**src/rtl/mips_pkg.sv**
```systemverilog
// Shared encodings for the MIPS multiply/divide unit: op codes and sequencer states.
package mips_pkg;

   typedef enum logic [1:0] {
      OP_MULT  = 2'b00,
      OP_MULTU = 2'b01,
      OP_DIV   = 2'b10,
      OP_DIVU  = 2'b11
   } op_e;

   typedef enum logic [1:0] {
      S_IDLE = 2'b00,
      S_CALC = 2'b01,
      S_FIX  = 2'b10,
      S_DONE = 2'b11
   } state_e;

endpackage

```
**src/rtl/muldiv_datapath.sv**
```systemverilog
// Shift/add multiply and restoring divide datapath with sign fix-up and hi/lo result registers.
// Divide hardware is present only when MULDIV_DIV_EN is defined.
module muldiv_datapath #(
   parameter int WIDTH = 32
) (
   input  logic             clk,
   input  logic             rst_n,
   input  logic             load,
   input  logic             step,
   input  logic             write,
   input  logic             is_signed,
`ifdef MULDIV_DIV_EN
   input  logic             is_div,
   output logic             div_zero,
`endif
   input  logic [WIDTH-1:0] rs_val,
   input  logic [WIDTH-1:0] rt_val,
   output logic [WIDTH-1:0] hi,
   output logic [WIDTH-1:0] lo
);

   logic [WIDTH-1:0]   a_q;
   logic [WIDTH-1:0]   q_q;
   logic [WIDTH-1:0]   b_q;
   logic               neg_lo_q;
   logic               rs_neg;
   logic               rt_neg;
   logic [WIDTH-1:0]   rs_mag;
   logic [WIDTH-1:0]   rt_mag;
   logic [WIDTH:0]     mul_sum;
   logic [2*WIDTH-1:0] product;
   logic [2*WIDTH-1:0] fix_prod;

   assign rs_neg   = is_signed & rs_val[WIDTH-1];
   assign rt_neg   = is_signed & rt_val[WIDTH-1];
   assign rs_mag   = rs_neg ? -rs_val : rs_val;
   assign rt_mag   = rt_neg ? -rt_val : rt_val;
   assign mul_sum  = {1'b0, a_q} + (q_q[0] ? {1'b0, b_q} : '0);
   assign product  = {a_q, q_q};
   assign fix_prod = neg_lo_q ? -product : product;

`ifdef MULDIV_DIV_EN
   logic             div_q;
   logic             neg_hi_q;
   logic [WIDTH:0]   div_shift;
   logic             div_ge;
   logic [WIDTH-1:0] div_diff;

   assign div_zero  = (rt_val == '0);
   assign div_shift = {a_q, q_q[WIDTH-1]};
   assign div_ge    = (div_shift >= {1'b0, b_q});
   assign div_diff  = div_shift[WIDTH-1:0] - b_q;
`endif

   always_ff @(posedge clk or negedge rst_n) begin
      if (!rst_n) begin
         a_q      <= '0;
         q_q      <= '0;
         b_q      <= '0;
         neg_lo_q <= 1'b0;
         hi       <= '0;
         lo       <= '0;
`ifdef MULDIV_DIV_EN
         div_q    <= 1'b0;
         neg_hi_q <= 1'b0;
`endif
      end else begin
         if (load) begin
            a_q      <= '0;
            q_q      <= rt_mag;
            b_q      <= rs_mag;
            neg_lo_q <= rs_neg ^ rt_neg;
`ifdef MULDIV_DIV_EN
            div_q    <= is_div;
            neg_hi_q <= rs_neg;
            if (is_div) begin
               q_q <= rs_mag;
               b_q <= rt_mag;
               // Zero divisor: preload the fixed result so FIX just copies it out
               if (div_zero) begin
                  a_q      <= rs_val;
                  q_q      <= '1;
                  neg_lo_q <= 1'b0;
                  neg_hi_q <= 1'b0;
               end
            end
`endif
         end else if (step) begin
`ifdef MULDIV_DIV_EN
            if (div_q) begin
               a_q <= div_ge ? div_diff : div_shift[WIDTH-1:0];
               q_q <= {q_q[WIDTH-2:0], div_ge};
            end else
`endif
            begin
               a_q <= mul_sum[WIDTH:1];
               q_q <= {mul_sum[0], q_q[WIDTH-1:1]};
            end
         end

         if (write) begin
`ifdef MULDIV_DIV_EN
            if (div_q) begin
               lo <= neg_lo_q ? -q_q : q_q;
               hi <= neg_hi_q ? -a_q : a_q;
            end else
`endif
            begin
               {hi, lo} <= fix_prod;
            end
         end
      end
   end

endmodule

```
**src/rtl/muldiv_sequencer.sv**
```systemverilog
// Multi-cycle MULT/MULTU/DIV/DIVU sequencer: FSM, iteration counter and pipeline stall.
// Define MULDIV_DIV_EN to include the divide path; otherwise divide requests are ignored.
module muldiv_sequencer
   import mips_pkg::*;
#(
   parameter int WIDTH = 32
) (
   input  logic             clk,
   input  logic             rst_n,
   input  logic             start,
   input  logic [1:0]       op,
   input  logic [WIDTH-1:0] rs_val,
   input  logic [WIDTH-1:0] rt_val,
   input  logic             flush,
   output logic             stall,
   output logic             busy,
   output logic             done,
   output logic [WIDTH-1:0] hi,
   output logic [WIDTH-1:0] lo,
   output logic             div_by_zero
);

   localparam int CW = (WIDTH > 1) ? $clog2(WIDTH) : 1;
   localparam logic [CW-1:0] LAST = CW'(WIDTH - 1);

   state_e        state;
   state_e        state_next;
   op_e           op_kind;
   logic [CW-1:0] count;
   logic          is_signed;
   logic          op_ok;
   logic          load;
   logic          step;
   logic          write;

   assign op_kind   = op_e'(op);
   assign is_signed = (op_kind == OP_MULT) || (op_kind == OP_DIV);
   assign busy      = (state != S_IDLE);
   assign done      = (state == S_DONE);

`ifdef MULDIV_DIV_EN
   logic div_req;
   logic rt_zero;
   logic dz_q;

   assign op_ok       = 1'b1;
   assign div_req     = (op_kind == OP_DIV) || (op_kind == OP_DIVU);
   assign div_by_zero = done & dz_q;
`else
   assign op_ok       = (op_kind == OP_MULT) || (op_kind == OP_MULTU);
   assign div_by_zero = 1'b0;
`endif

   always_comb begin
      state_next = state;
      load       = 1'b0;
      step       = 1'b0;
      write      = 1'b0;
      stall      = 1'b0;
      case (state)
         S_IDLE: begin
            stall = start & op_ok;
            if (start && op_ok && !flush) begin
               load       = 1'b1;
`ifdef MULDIV_DIV_EN
               state_next = (div_req && rt_zero) ? S_FIX : S_CALC;
`else
               state_next = S_CALC;
`endif
            end
         end
         S_CALC: begin
            stall = 1'b1;
            step  = 1'b1;
            if (count == LAST) state_next = S_FIX;
         end
         S_FIX: begin
            stall      = 1'b1;
            write      = 1'b1;
            state_next = S_DONE;
         end
         S_DONE: state_next = S_IDLE;
         default: state_next = S_IDLE;
      endcase
      // Flush aborts in any state, suppressing any register update this cycle
      if (flush) begin
         state_next = S_IDLE;
         load       = 1'b0;
         step       = 1'b0;
         write      = 1'b0;
      end
   end

   always_ff @(posedge clk or negedge rst_n) begin
      if (!rst_n) begin
         state <= S_IDLE;
         count <= '0;
      end else begin
         state <= state_next;
         if (load)      count <= '0;
         else if (step) count <= count + 1'b1;
      end
   end

`ifdef MULDIV_DIV_EN
   always_ff @(posedge clk or negedge rst_n) begin
      if (!rst_n)    dz_q <= 1'b0;
      else if (load) dz_q <= div_req & rt_zero;
   end
`endif

   muldiv_datapath #(
      .WIDTH(WIDTH)
   ) u_datapath (
      .clk       (clk),
      .rst_n     (rst_n),
      .load      (load),
      .step      (step),
      .write     (write),
      .is_signed (is_signed),
`ifdef MULDIV_DIV_EN
      .is_div    (div_req),
      .div_zero  (rt_zero),
`endif
      .rs_val    (rs_val),
      .rt_val    (rt_val),
      .hi        (hi),
      .lo        (lo)
   );

endmodule

```
**config.mk**
```make
export PLATFORM = sky130hd
export DESIGN_NAME = muldiv_sequencer
export DESIGN_NICKNAME = d
export VERILOG_FILES = /design/src/rtl/mips_pkg.sv /design/src/rtl/muldiv_datapath.sv /design/src/rtl/muldiv_sequencer.sv
export SDC_FILE = /design/constraint.sdc
export NUM_CORES = 1
export LEC_CHECK = 0
export BUFFER_PORTS_ARGS = -buffer_cell sky130_fd_sc_hd__buf_2
export CAP_MARGIN = 0
export CORE_UTILIZATION = 55
export DETAILED_ROUTE_END_ITERATION = 8
export PLACE_DENSITY = 0.79
export REMOVE_ABC_BUFFERS = 1
export SYNTH_ARGS = -nofsm -noshare
export SYNTH_HDL_FRONTEND = slang
export SYNTH_SLANG_ARGS = --single-unit
```
**constraint.sdc**
```tcl
create_clock -name clk -period 6.1 [get_ports clk]
set_clock_uncertainty 0.2 [all_clocks]
set_input_delay 0.61 -clock clk [delete_from_list [all_inputs] [get_ports clk]]
set_output_delay 0.61 -clock clk [all_outputs]
set_load 0.1 [all_outputs]
```
[Word-level counts from Yosys, hierarchy flattened]
Index checks and enable logic that the tools add are counted.
W data, S select, Z words.
Word-level totals
  memories kept: 0
  ROM bits: 0
  bits in latches: 0
  input port bits: 70
  flip-flop bits (word level): 168
  bits in writable memories: 0
Cells by class
  $mul: 0
  bitwise operators: 4
  reductions and logical operators: 11
  magnitude comparators: 0
  $add $sub $neg: 5
  mux-type cells: 22
  equality and inequality tests: 8
  shifts and indexed selects: 0
  divide/modulo/power cells: 0
Operator list (number)
  $mux W32: 7
  $mux W64: 1
  $neg A32 Y32: 2
  $neg A64 Y64: 1
  $add A32 B33 Y33: 1
  $mux W5: 2
  $pmux W2 S4: 1
  $mux W1: 7
  $eq A2 B2 Y1 const B: 3
  $mux W2: 3
  $ne A3 B3 Y1 const B: 2
  $add A5 B1 Y5 const B: 1
  $eq A5 B5 Y1 const B: 1
  $eq A2 B1 Y1 const B: 2
  $logic_not A2 Y1: 2
  $reduce_bool A2 Y1: 2
  $and A1 B1 Y1: 3
  $logic_and A1 B1 Y1: 2
  $logic_or A1 B1 Y1: 2
  $pmux W1 S2: 1
  $reduce_and A2 Y1: 1
  $reduce_or A2 Y1: 1
  $logic_not A1 Y1: 1
  $xor A1 B1 Y1: 1

[Depth between registers and ports, before layout]
Gate-level depths: netlist of run 1.
  depth after elaboration: 8
  depth in mapped cells: 12
  depth with buffers taken out: 10

[By module]
A second synthesis of run 1 with hierarchy kept.
Unflattened totals
  cells, all modules: 1316
  area total of the unflattened synthesis: 11187.0 µm²
Modules (own cells, without submodules)
  muldiv_datapath: sequential area each 4028.9 µm², instances 1, cells an instance 1266, area an instance 10719.0 µm²
  muldiv_sequencer: sequential area each 175.2 µm², instances 1, cells an instance 50, area an instance 467.9 µm²

[Least setup slack after synthesis of run 1]
Ideal clock, no wire load.
  path kind: reg-to-output
  start point: reg state[0]
  end point: out stall
  cell stages (with the launch flop): 6
  required time: 5290 ps
  path slack: 2295 ps
  path buffers: 0
  data arrival time: 2995 ps
  path through: dfrtp_1 > inv_1 > ha_1 > inv_1 > or2_2 > a21oi_1
Between the ends
  longest elaborated chain between the ends: 3
  elaborated cells between the ends (all ways): 5
  classes of those cells: 2 x eq/ne; 1 x mux; 2 x reduce/logical
Ends and longest elaborated chain
  start, declared: RTL line muldiv_sequencer.sv:26  | state_e state;
  start signal, assigned: RTL line muldiv_sequencer.sv:99  | state <= state_next;
  $eq A2 B1 Y1 or $eq A2 B2 Y1 (tied branches): RTL line muldiv_sequencer.sv:60  | case (state)
  $reduce_or A2 Y1 (no source line)
  $pmux W1 S2 *: RTL line muldiv_sequencer.sv:60
  end, declared: RTL line muldiv_sequencer.sv:15  | output logic stall,
Every way passes the cells marked *; elsewhere a longest branch is shown, timed or not.

[Worst setup path in the final report of run 1]
  start point: reg u_datapath.q_q[0]
  end point: reg u_datapath.a_q[29]
Between the ends
  longest elaborated chain between the ends: 4
Ends and longest elaborated chain
  start, declared: RTL line muldiv_datapath.sv:23  | logic [WIDTH-1:0] q_q;
  start signal, assigned: RTL line muldiv_datapath.sv:70  | q_q <= rt_mag;
  start signal, assigned: RTL line muldiv_datapath.sv:97  | q_q <= {mul_sum[0], q_q[WIDTH-1:1]};
  $mux W32: RTL line muldiv_datapath.sv:38  | assign mul_sum = {1'b0, a_q} + (q_q[0] ? {1'b0, b_q} : '0);
  $add A32 B33 Y33: RTL line muldiv_datapath.sv:38
  $mux W32: RTL line muldiv_datapath.sv:88  | end else if (step) begin
  $mux W32: RTL line muldiv_datapath.sv:68  | if (load) begin
  end signal, assigned: RTL line muldiv_datapath.sv:96  | a_q <= mul_sum[WIDTH:1];
  end, declared: RTL line muldiv_datapath.sv:22  | logic [WIDTH-1:0] a_q;
No other way between the ends. The select of a mux whose other input is x is not followed.
A chain may end at the register's enable or synchronous reset.

==> flow_metrics.tcl, run 1 <==
set metrics [dict create \
    run_status "finished clean" \
    antenna_left 0 \
    crit_arrival_ps 4350 \
    grt_overflow 0 \
    fin_crit_ps 4229 \
    synth_cell_type_count 63 \
    comb_power_share_pct 52.7 \
    total_power_w 0.006933 \
    finalSetupTns_ps 0 \
    path_cells "and2_1 -> ha_1 -> fa_1 -> a21o_1 -> a311o_1 -> nand4_1 -> a21oi_1 -> o41ai_1 -> mux2_2 -> a221o_1" \
    fin_util_pct 63.59 \
    p_sw_w 0.003703 \
    drc 0 \
    required_ps 6220 \
    cts_buffers 17 \
    period_share_pct 69.33 \
    yosysWarnings 0 \
    clockBufferDepth 2 \
    cpMaxStageDelayCell "dfrtp_1" \
    synthFlopType "dfrtp_1" \
    worstHoldPathType "primary input to asynchronous set/reset pin" \
    power.density_mw_per_mm2 558.3 \
    grt_pass1_wl_um 44710 \
    fillCellCount 1733 \
    rows 51 \
    rsz0062_at_grt "false" \
    post_cts.repair.setup_buffers 0 \
    port_buffers 136 \
    clockPowerShare_pct 16.2 \
    final_common_cell "o21ai_0" \
    pwr-share-seq_pct 31.0 \
    slowest_delay_ps 740 \
    vias 9783 \
    worstRegToRegCells 10 \
    start_util_pct 56.27 \
    hpwl_um 19840 \
    ys_seq_elements 168 \
    cts_resized 0 \
    worst_pin_slew_ps 1103 \
    grt_pass1_vias 9104 \
    antenna_cells 0 \
    layout_common_cells "o21ai_0, nand2_1, dfrtp_1, buf_2, xor2_1" \
    via_per_inst 5.925 \
    coreArea_mm2 0.01953 \
    drive_gt1_share_pct 14.21 \
    clock-sinks 168 \
    switching_share_pct 53.41 \
    cp_max_fo 36 \
    fmax_mhz 236.4 \
    postSynthAreaPerCell_um2 8.571 \
    syn-cell-area_mm2 0.01099 \
    finalSetupViolCount 0 \
    routed_wl_um 27330 \
    first_pass_iters 5 \
    async_reset_ff_share_pct 100.0 \
    maxSlewViolCount 0 \
    synth_edf_count 0 \
    dieArea_mm2 0.02055 \
    vdd_drop_max_mv 0.3298 \
    antenna_found_initial 0 \
    synth-seq-area-share_pct 38.26 \
    end_kind "flip-flop" \
    syn2layout_area_growth_pct 13.00 \
    maxSlewHeadroom_pct 26.48 \
    grt.total_usage_pct 27.67 \
    tritoncts "yes" \
    dr.first_iter.drc_count 781 \
    nNetsFinal 1485 \
    grt_max_degree 129 \
    die_h_um 143.3 \
    p_leak_nw 5.608 \
    path_class "flip-flop to flip-flop" \
    max_cap_viol_count 0 \
    insertion_delay_ps 430 \
    finalWeightedCongestion 0.9159 \
    hold_buffers 0 \
    die_x_um 143.3 \
    synthCells 1282 \
    holdWs_ps 129.0 \
    hold_viol 0 \
    cts_root_buf "clkbuf_16" \
    cts_htree_levels 4 \
    wire_per_inst_um 16.55 \
    p_int_w 0.003230 \
    io_pins 138 \
    cp-start-kind "flip-flop" \
    clk_pin_slew_ps 70 \
]
[registers in the layout (all words and copies together), names as in the netlist]
signal               count
count                    5
state                    2
u_datapath.hi           32
u_datapath.q_q          32
u_datapath.lo           32
u_datapath.neg_lo_q      1
u_datapath.b_q          32
u_datapath.a_q          32
[final cells by class]
cell class | count | area [µm²] | share of cell area [%]
clock inverter | 14 | 175.2 | 1.411
multi-input combinational | 1014 | 6421 | 51.71
tap | 265 | 331.6 | 2.670
timing repair buffer | 142 | 732.0 | 5.895
inverter | 30 | 112.6 | 0.9069
clock buffer | 18 | 439.2 | 3.537
sequential | 168 | 4205 | 33.87
[per-stage QoR]
step | cell area (µm²) | worst slack, ps | cells
3_3_place_gp | 11800 | 2040 | 1619
3_5_place_dp | 11800 | 1952 | 1619
5_1_grt | 12420 | 1661 | 1651
6_report | 12420 | 1871 | 1651
2_1_floorplan | 10720 | 1661 | 1212
4_1_cts | 12420 | 1890 | 1651
[power groups by stage]
stage	registers [W]	clock network, W	logic (W)
after floorplan	0.00331	0	0.00167
after global placement	0.00213	0	0.00359
after detailed placement	0.00216	0	0.00365
after CTS	0.00214	0.00114	0.00366
after global routing	0.00222	0.00119	0.00396
final	0.00215	0.00113	0.00366
[cells by family (layout without fill, tap and decap cells)]
family | Yosys count | in the layout | synth area share, %
AND/OR/NAND/NOR | 415 | 415 | 19.00
AO/OA/AOI/OAI | 412 | 412 | 22.84
flip-flops | 168 | 168 | 38.26
XOR/XNOR | 138 | 138 | 11.00
buffers and inverters | 100 | 204 | 3.450
adder cells (fa/ha/maj) | 42 | 42 | 4.851
multiplexers | 6 | 6 | 0.5580
other | 1 | 1 | 0.03413
[metal layers]
metal	part of all wire, %	routed length (µm)	up-vias	track usage [%]
met5	0	0	-	0
met4	1.7	476	0	8.679
met3	6.6	1808	42	4.698
met2	48	12980	347	46.52
met1	44	12060	4612	36.40
li1	-	-	4782	-
[synth_stat cells (2+ instances only)]
cell type | number | share of area [%]
a221o_1 | 2 | 0.18
o21bai_1 | 2 | 0.14
a21o_1 | 13 | 0.89
o21a_1 | 8 | 0.55
or4_4 | 2 | 0.20
a21oi_1 | 76 | 3.5
mux2i_1 | 5 | 0.46
nor2_1 | 48 | 1.6
inv_1 | 30 | 1.0
o31ai_1 | 26 | 1.8
a22oi_1 | 24 | 1.6
nor2b_1 | 8 | 0.46
or2_2 | 4 | 0.23
and2_1 | 38 | 2.2
or3_1 | 16 | 0.91
dfrtp_1 | 168 | 38
a311o_1 | 2 | 0.18
nor4_2 | 2 | 0.23
nand4_1 | 13 | 0.74
clkbuf_1 | 61 | 2.1
or4_1 | 12 | 0.82
o21ai_0 | 191 | 8.7
nor3_1 | 33 | 1.5
xor2_1 | 88 | 7.0
nor4_4 | 3 | 0.58
nand2b_1 | 13 | 0.74
nor4_1 | 11 | 0.63
nand3b_1 | 4 | 0.27
a31oi_1 | 8 | 0.46
o21ai_1 | 2 | 0.091
ha_1 | 41 | 4.7
nand3_1 | 13 | 0.59
a32o_1 | 8 | 0.73
a21boi_0 | 3 | 0.20
o2111ai_1 | 6 | 0.48
a211oi_1 | 5 | 0.34
and3_1 | 6 | 0.34
o41ai_1 | 14 | 1.1
nor3b_1 | 2 | 0.14
o211ai_1 | 8 | 0.55
buf_1 | 8 | 0.27
a22o_1 | 5 | 0.40
xnor2_1 | 50 | 4.0
nand2_1 | 181 | 6.2
[critical path, delay by kind of cell (launching register included)]
kind,cells,cell delay [ps]
compound gates,5,1700
flops,1,740
fa+ha+maj,2,610
simple gates,2,440
mux,1,420
[path summary, 6_finish.rpt]
kind,slack (ps),start,endpoint
setup / recovery,1870,u_datapath.q_q[0],u_datapath.a_q[29]
hold / removal,130,rst_n,u_datapath.q_q[25]
setup reg to reg,1870,u_datapath.q_q[0],u_datapath.a_q[29]
hold reg to reg,270,u_datapath.lo[21],u_datapath.lo[21]
max in group asynchronous,4310,rst_n,u_datapath.hi[19]
min in group clk,210,flush,state[1]
(Power assumes the default switching activity.)
==> run 2: changes to the inputs <==
CORE_UTILIZATION = 54   (was 55)
PLACE_DENSITY = 0.81   (was 0.79)
clock period = 3.6 ns   (was 6.1 ns; I/O delays follow)
==> flow_metrics.tcl, run 2 (synthesized netlist as in run 1, its figures left out) <==
set metrics [dict create \
    run_status "finished clean" \
    crit_buf_inv 1 \
    port_buffers 136 \
    dr.first_iter.drc_count 730 \
    required_ps 3710 \
    tritoncts "yes" \
    post-route-cell-area_mm2 0.01258 \
    rsz0062_at_grt "false" \
    cts_resized 0 \
    max_cap_viol_count 0 \
    fillCellCount 1639 \
    slowest_delay_ps 410 \
    vdd_drop_max_mv 0.6060 \
    finalSetupTns_ps 0 \
    p_leak_nw 5.692 \
    hpwl_um 20700 \
    grt_pass1_vias 9069 \
    path_class "flip-flop to flip-flop" \
    routed_wl_um 27570 \
    maxSlewHeadroom_pct 26.50 \
    finalWeightedCongestion 0.9091 \
    fmax_mhz 296.4 \
    drc 0 \
    final_common_cell "o21ai_0" \
    rr_endpoint "u_datapath.a_q[29]" \
    holdWs_ps 33.91 \
    syn2layout_area_growth_pct 14.46 \
    cpLargestDelayFamily "compound AO/OA/AOI/OAI gates" \
    hold_viol 0 \
    vias 9943 \
    die_x_um 144.6 \
    grt_pass1_wl_um 44820 \
    reg2reg_slack_ps 230 \
    dieArea_mm2 0.02092 \
    clk_pin_slew_ps 70 \
    period_share_pct 93.71 \
    grt.total_usage_pct 27.43 \
    crit_arrival_ps 3490 \
    io_pins 138 \
    cpMaxStageDelayCell "a311o_1" \
    min_to "u_datapath.q_q[25]" \
    drive_gt1_share_pct 15.17 \
    worstHoldPathType "primary input to flip-flop" \
    path_cells "and2_1 -> ha_1 -> fa_1 -> a21o_1 -> a311o_1 -> nand4_1 -> a21oi_1 -> o41ai_1 -> buf_4 -> mux2_2 -> a221o_1" \
    grt_max_degree 129 \
    coreArea_mm2 0.01972 \
    clock-sinks 168 \
    worstReg2RegStart "u_datapath.q_q[0]" \
    cts_htree_levels 4 \
    die_h_um 144.6 \
    post_cts.repair.setup_buffers 0 \
    fin_crit_ps 3374 \
    via_per_inst 5.954 \
    power.density_mw_per_mm2 939.1 \
    first_pass_iters 5 \
    worstRegToRegCells 11 \
    finalSetupViolCount 0 \
    cts_root_buf "clkbuf_16" \
    antenna_found_initial 0 \
    start_util_pct 55.73 \
    maxSlewViolCount 0 \
    whs_path_depth 3 \
    worst_pin_slew_ps 1103 \
    end_kind "flip-flop" \
    dpl_cell_area_mm2 0.01196 \
    rows 51 \
    hp-start "rt_val[25]" \
    clockBufferDepth 2 \
    nNetsFinal 1504 \
    wire_per_inst_um 16.51 \
    grt_overflow 0 \
    insertion_delay_ps 430 \
    cp-start-kind "flip-flop" \
    layout_common_cells "o21ai_0, nand2_1, dfrtp_1, buf_2, xor2_1" \
    total_power_w 0.01181 \
    cp_max_fo 4 \
    cts_buffers 17 \
    antenna_left 0 \
]
## run 2: repair_timing
| item | in CTS | in global routing |
|---|---|---|
| setup endpoints to repair | 0 | 0 |
| hold endpoints to repair | 71 | 0 |
| hold buffers | 2 | 0 |
## run 2: power breakdown
part | switching (W) | total (W) | internal, W
registers | 0.000910 | 0.00358 | 0.00267
logic | 0.00462 | 0.00636 | 0.00174
clock network | 0.000773 | 0.00186 | 0.00109
total | 0.00631 | 0.0118 | 0.00551
## run 2: area by class of cell
class / count / area (µm²) / area share (%)
multi-input combinational: 1014 / 6421 / 51.05
sequential: 168 / 4205 / 33.44
timing repair buffer: 161 / 904.6 / 7.193
clock buffer: 17 / 425.4 / 3.382
tap: 265 / 331.6 / 2.636
clock inverter: 14 / 173.9 / 1.383
inverter: 30 / 112.6 / 0.8953
antenna: 1 / 2.502 / 0.01990
## run 2: worst max-delay path by stage
stage / depth (start not counted) / from / end / slack [ps]
after floorplan: 8 / state[0] / u_datapath.q_q[10] / -840
after global placement: 11 / u_datapath.b_q[0] / u_datapath.a_q[29] / 280
after detailed placement: 11 / u_datapath.q_q[0] / u_datapath.a_q[29] / 260
after CTS: 11 / u_datapath.q_q[0] / u_datapath.a_q[29] / 240
after global routing: 11 / u_datapath.q_q[0] / u_datapath.a_q[29] / 40
final: 11 / u_datapath.q_q[0] / u_datapath.a_q[29] / 230
## run 2: worst register-to-register path, cell delays in order, from the launching register on
cell	delay, ps
dfrtp_1	380
and2_1	140
ha_1	210
fa_1	400
a21o_1	230
a311o_1	410
nand4_1	120
a21oi_1	100
o41ai_1	310
buf_4	180
mux2_2	320
a221o_1	250
## run 2: through the flow
stage | setup WS, ps | cells | utilization [%]
2_1_floorplan | -839.1 | 1212 | -
3_3_place_gp | 278.4 | 1636 | 60.63
3_5_place_dp | 260.0 | 1636 | 60.63
4_1_cts | 240.8 | 1669 | 63.77
5_1_grt | 37.95 | 1669 | 63.77
6_report | 226.4 | 1670 | 63.79
## run 2: routing by layer
metal / vias to the layer above / track usage, % / wire, µm
met5: - / 0 / 0
met4: 0 / 10.53 / 676
met3: 51 / 3.874 / 1729
met2: 391 / 44.23 / 12620
met1: 4671 / 37.26 / 12540
li1: 4830 / - / -
==> run 3: changes to the inputs <==
ABC_AREA = 1   (was unset)
CORE_UTILIZATION = 55   (was 54)
==> flow_metrics.tcl, run 3 <==
set metrics [dict create \
    tritoncts "yes" \
    via_per_inst 5.441 \
    postSynthAreaPerCell_um2 6.266 \
    run_status "finished clean" \
    final_common_cell "nand2_1" \
    end_kind "flip-flop" \
    synth_area_leader_cell "dfrtp_1" \
    multiInputGateArea_mm2 0.007650 \
    async_reset_ff_share_pct 100.0 \
    antenna_cells 0 \
    grtUsageMet3_pct 6.176 \
    p_sw_w 0.008365 \
    layout_setup_ws_ps 900.4 \
    die_h_um 156.8 \
    vias 13874 \
    rows 56 \
    crit_arrival_ps 2800 \
    grt.total_usage_pct 34.89 \
    layout_common_cells "nand2_1, inv_1, nor2_1, nand3_1, dfrtp_1" \
    synthFlopType "dfrtp_1" \
    first_pass_iters 7 \
    syn2layout_area_growth_pct 11.82 \
    maxSlewViolCount 0 \
    grt-busiest-layer "met2" \
    synthCells 2104 \
    grt_pass1_vias 12749 \
    cp_max_fo 14 \
    synth.most_common_cell "nand2_1" \
    synth_top_area_share_pct 31.89 \
    p_leak_nw 8.080 \
    clock-sinks 168 \
    yosysWarnings 0 \
    dp_cells 2515 \
    cts_root_buf "clkbuf_16" \
    p_int_w 0.005710 \
    period_share_pct 74.99 \
    path_class "primary input to flip-flop" \
    clockBufferDepth 2 \
    worst_pin_slew_ps 1022 \
    fillCellCount 2254 \
    clk_pin_slew_ps 80 \
    wire_per_inst_um 15.99 \
    start_util_pct 56.17 \
    rsz0062_at_grt "false" \
    finalWeightedCongestion 0.9675 \
    power.density_mw_per_mm2 954.8 \
    hold_viol 0 \
    nNetsFinal 2330 \
    routed_wl_um 40780 \
    drive_gt1_share_pct 11.39 \
    grt_max_degree 88 \
    cts_htree_levels 4 \
    comb_power_share_pct 60.2 \
    synth-seq-area-share_pct 31.89 \
    cp-start-kind "primary input" \
    cts_buffers 17 \
    grt_pass1_wl_um 66410 \
    insertion_delay_ps 450 \
    dr.first_iter.drc_count 1358 \
    post-place-ws_ps 957.6 \
    max_cap_viol_count 0 \
    pwr-share-seq_pct 26.4 \
    worstHoldPathType "primary input to flip-flop" \
    finalSetupViolCount 0 \
    drc 0 \
    finalSetupTns_ps 0 \
    regArea_mm2 0.004205 \
    syn-cell-area_mm2 0.01318 \
    met1_usage_pct 49.90 \
    maxSlewHeadroom_pct 31.84 \
    antenna_left 0 \
    required_ps 3700 \
    synth_edf_count 0 \
    coreArea_mm2 0.02347 \
    fin_crit_ps 2700 \
    synth_common_cells "nand2_1, inv_1, nor2_1" \
    grt_overflow 0 \
    switching_share_pct 59.43 \
    die_x_um 156.8 \
    dieArea_mm2 0.02459 \
    grt_use_met2_pct 53.78 \
    synthTopCellsByArea "dfrtp_1, nand2_1, inv_1" \
    fmax_mhz 370.4 \
    io_pins 138 \
    vdd_drop_max_mv 0.7844 \
    ys_seq_elements 168 \
    hpwl_um 32190 \
    stdcell_count 2550 \
    synth_cell_type_count 50 \
    clockPowerShare_pct 13.4 \
    fin_util_pct 62.80 \
    port_buffers 136 \
    total_power_w 0.01408 \
    antenna_found_initial 0 \
]
==> run 3: worst paths after layout <==
kind	start	to	slack [ps]	cells after the start
min in group asynchronous	rst_n	state[0]	280	2
min	rt_val[14]	u_datapath.q_q[14]	10	4
min reg2reg	u_datapath.hi[7]	u_datapath.hi[7]	280	2
max reg2reg	u_datapath.q_q[0]	u_datapath.a_q[13]	930	13
max in group asynchronous	rst_n	u_datapath.a_q[9]	2000	3
max	op[0]	u_datapath.q_q[5]	900	10
==> run 3: per-stage QoR <==
step / hold slack (ps) / cell area [µm²]
detailed placement: 214.7 / 14100
CTS: 6.755 / 14740
global placement: 217.6 / 14100
floorplan: -135.6 / 12910
finish: 12.83 / 14740
global route: 41.10 / 14740
==> run 3: final cells by class <==
cell class | count | area share, %
clock buffers | 17 | 2.886
clock inverters | 15 | 1.273
inverters | 281 | 7.155
multi-input cells | 1599 | 51.89
flip-flops and latches | 168 | 28.53
well taps | 319 | 2.708
repair buffers | 151 | 5.559
==> run 3: worst max-delay path, stage by stage <==
cell and delay [ps]:
dlygate4sd3_1 540, buf_2 130, inv_1 130, nand2_1 340
inv_1 490, nand2_1 150, o21ai_0 120, a21oi_1 90
o21ai_0 230, o221ai_1 200
==> run 3: kinds of logic (layout without fill, tap and decap cells) <==
group	after synthesis	count (layout)	synth area share [%]
AOI/OAI and AO/OA	217	217	9.272
other	1	1	0.02844
and+or+nand+nor	1289	1289	41.34
xor gates and xnor gates	50	50	3.322
adders and majority gates	42	42	4.043
buffers and inverters	337	464	10.11
DFF	168	168	31.89
==> run 3: power by group through the flow <==
stage	sequential, W	clock [W]	combinational, W
3_5_place_dp	0.00370	0	0.00838
5_1_grt	0.00382	0.00198	0.00926
6_report	0.00372	0.00188	0.00847
2_1_floorplan	0.00594	0	0.00405
4_1_cts	0.00367	0.00191	0.00842
3_3_place_gp	0.00366	0	0.00825
==> run 3: timing repair <==
item | 4_1_cts | 5_1_grt
gates resized for setup | 0 | 0
setup endpoints to repair | 0 | 0
hold endpoints to repair | 71 | 0
hold buffers | 3 | 0
setup buffers | 0 | 0
==> run 3: routing by layer <==
| layer | part of all wire (%) | routed length (µm) | vias up |
|---|---|---|---|
| met5 | 0 | 0 | - |
| met4 | 1.9 | 794 | 0 |
| met2 | 43 | 17470 | 588 |
| li1 | - | - | 6895 |
| met1 | 46 | 18610 | 6344 |
| met3 | 9.6 | 3907 | 47 |
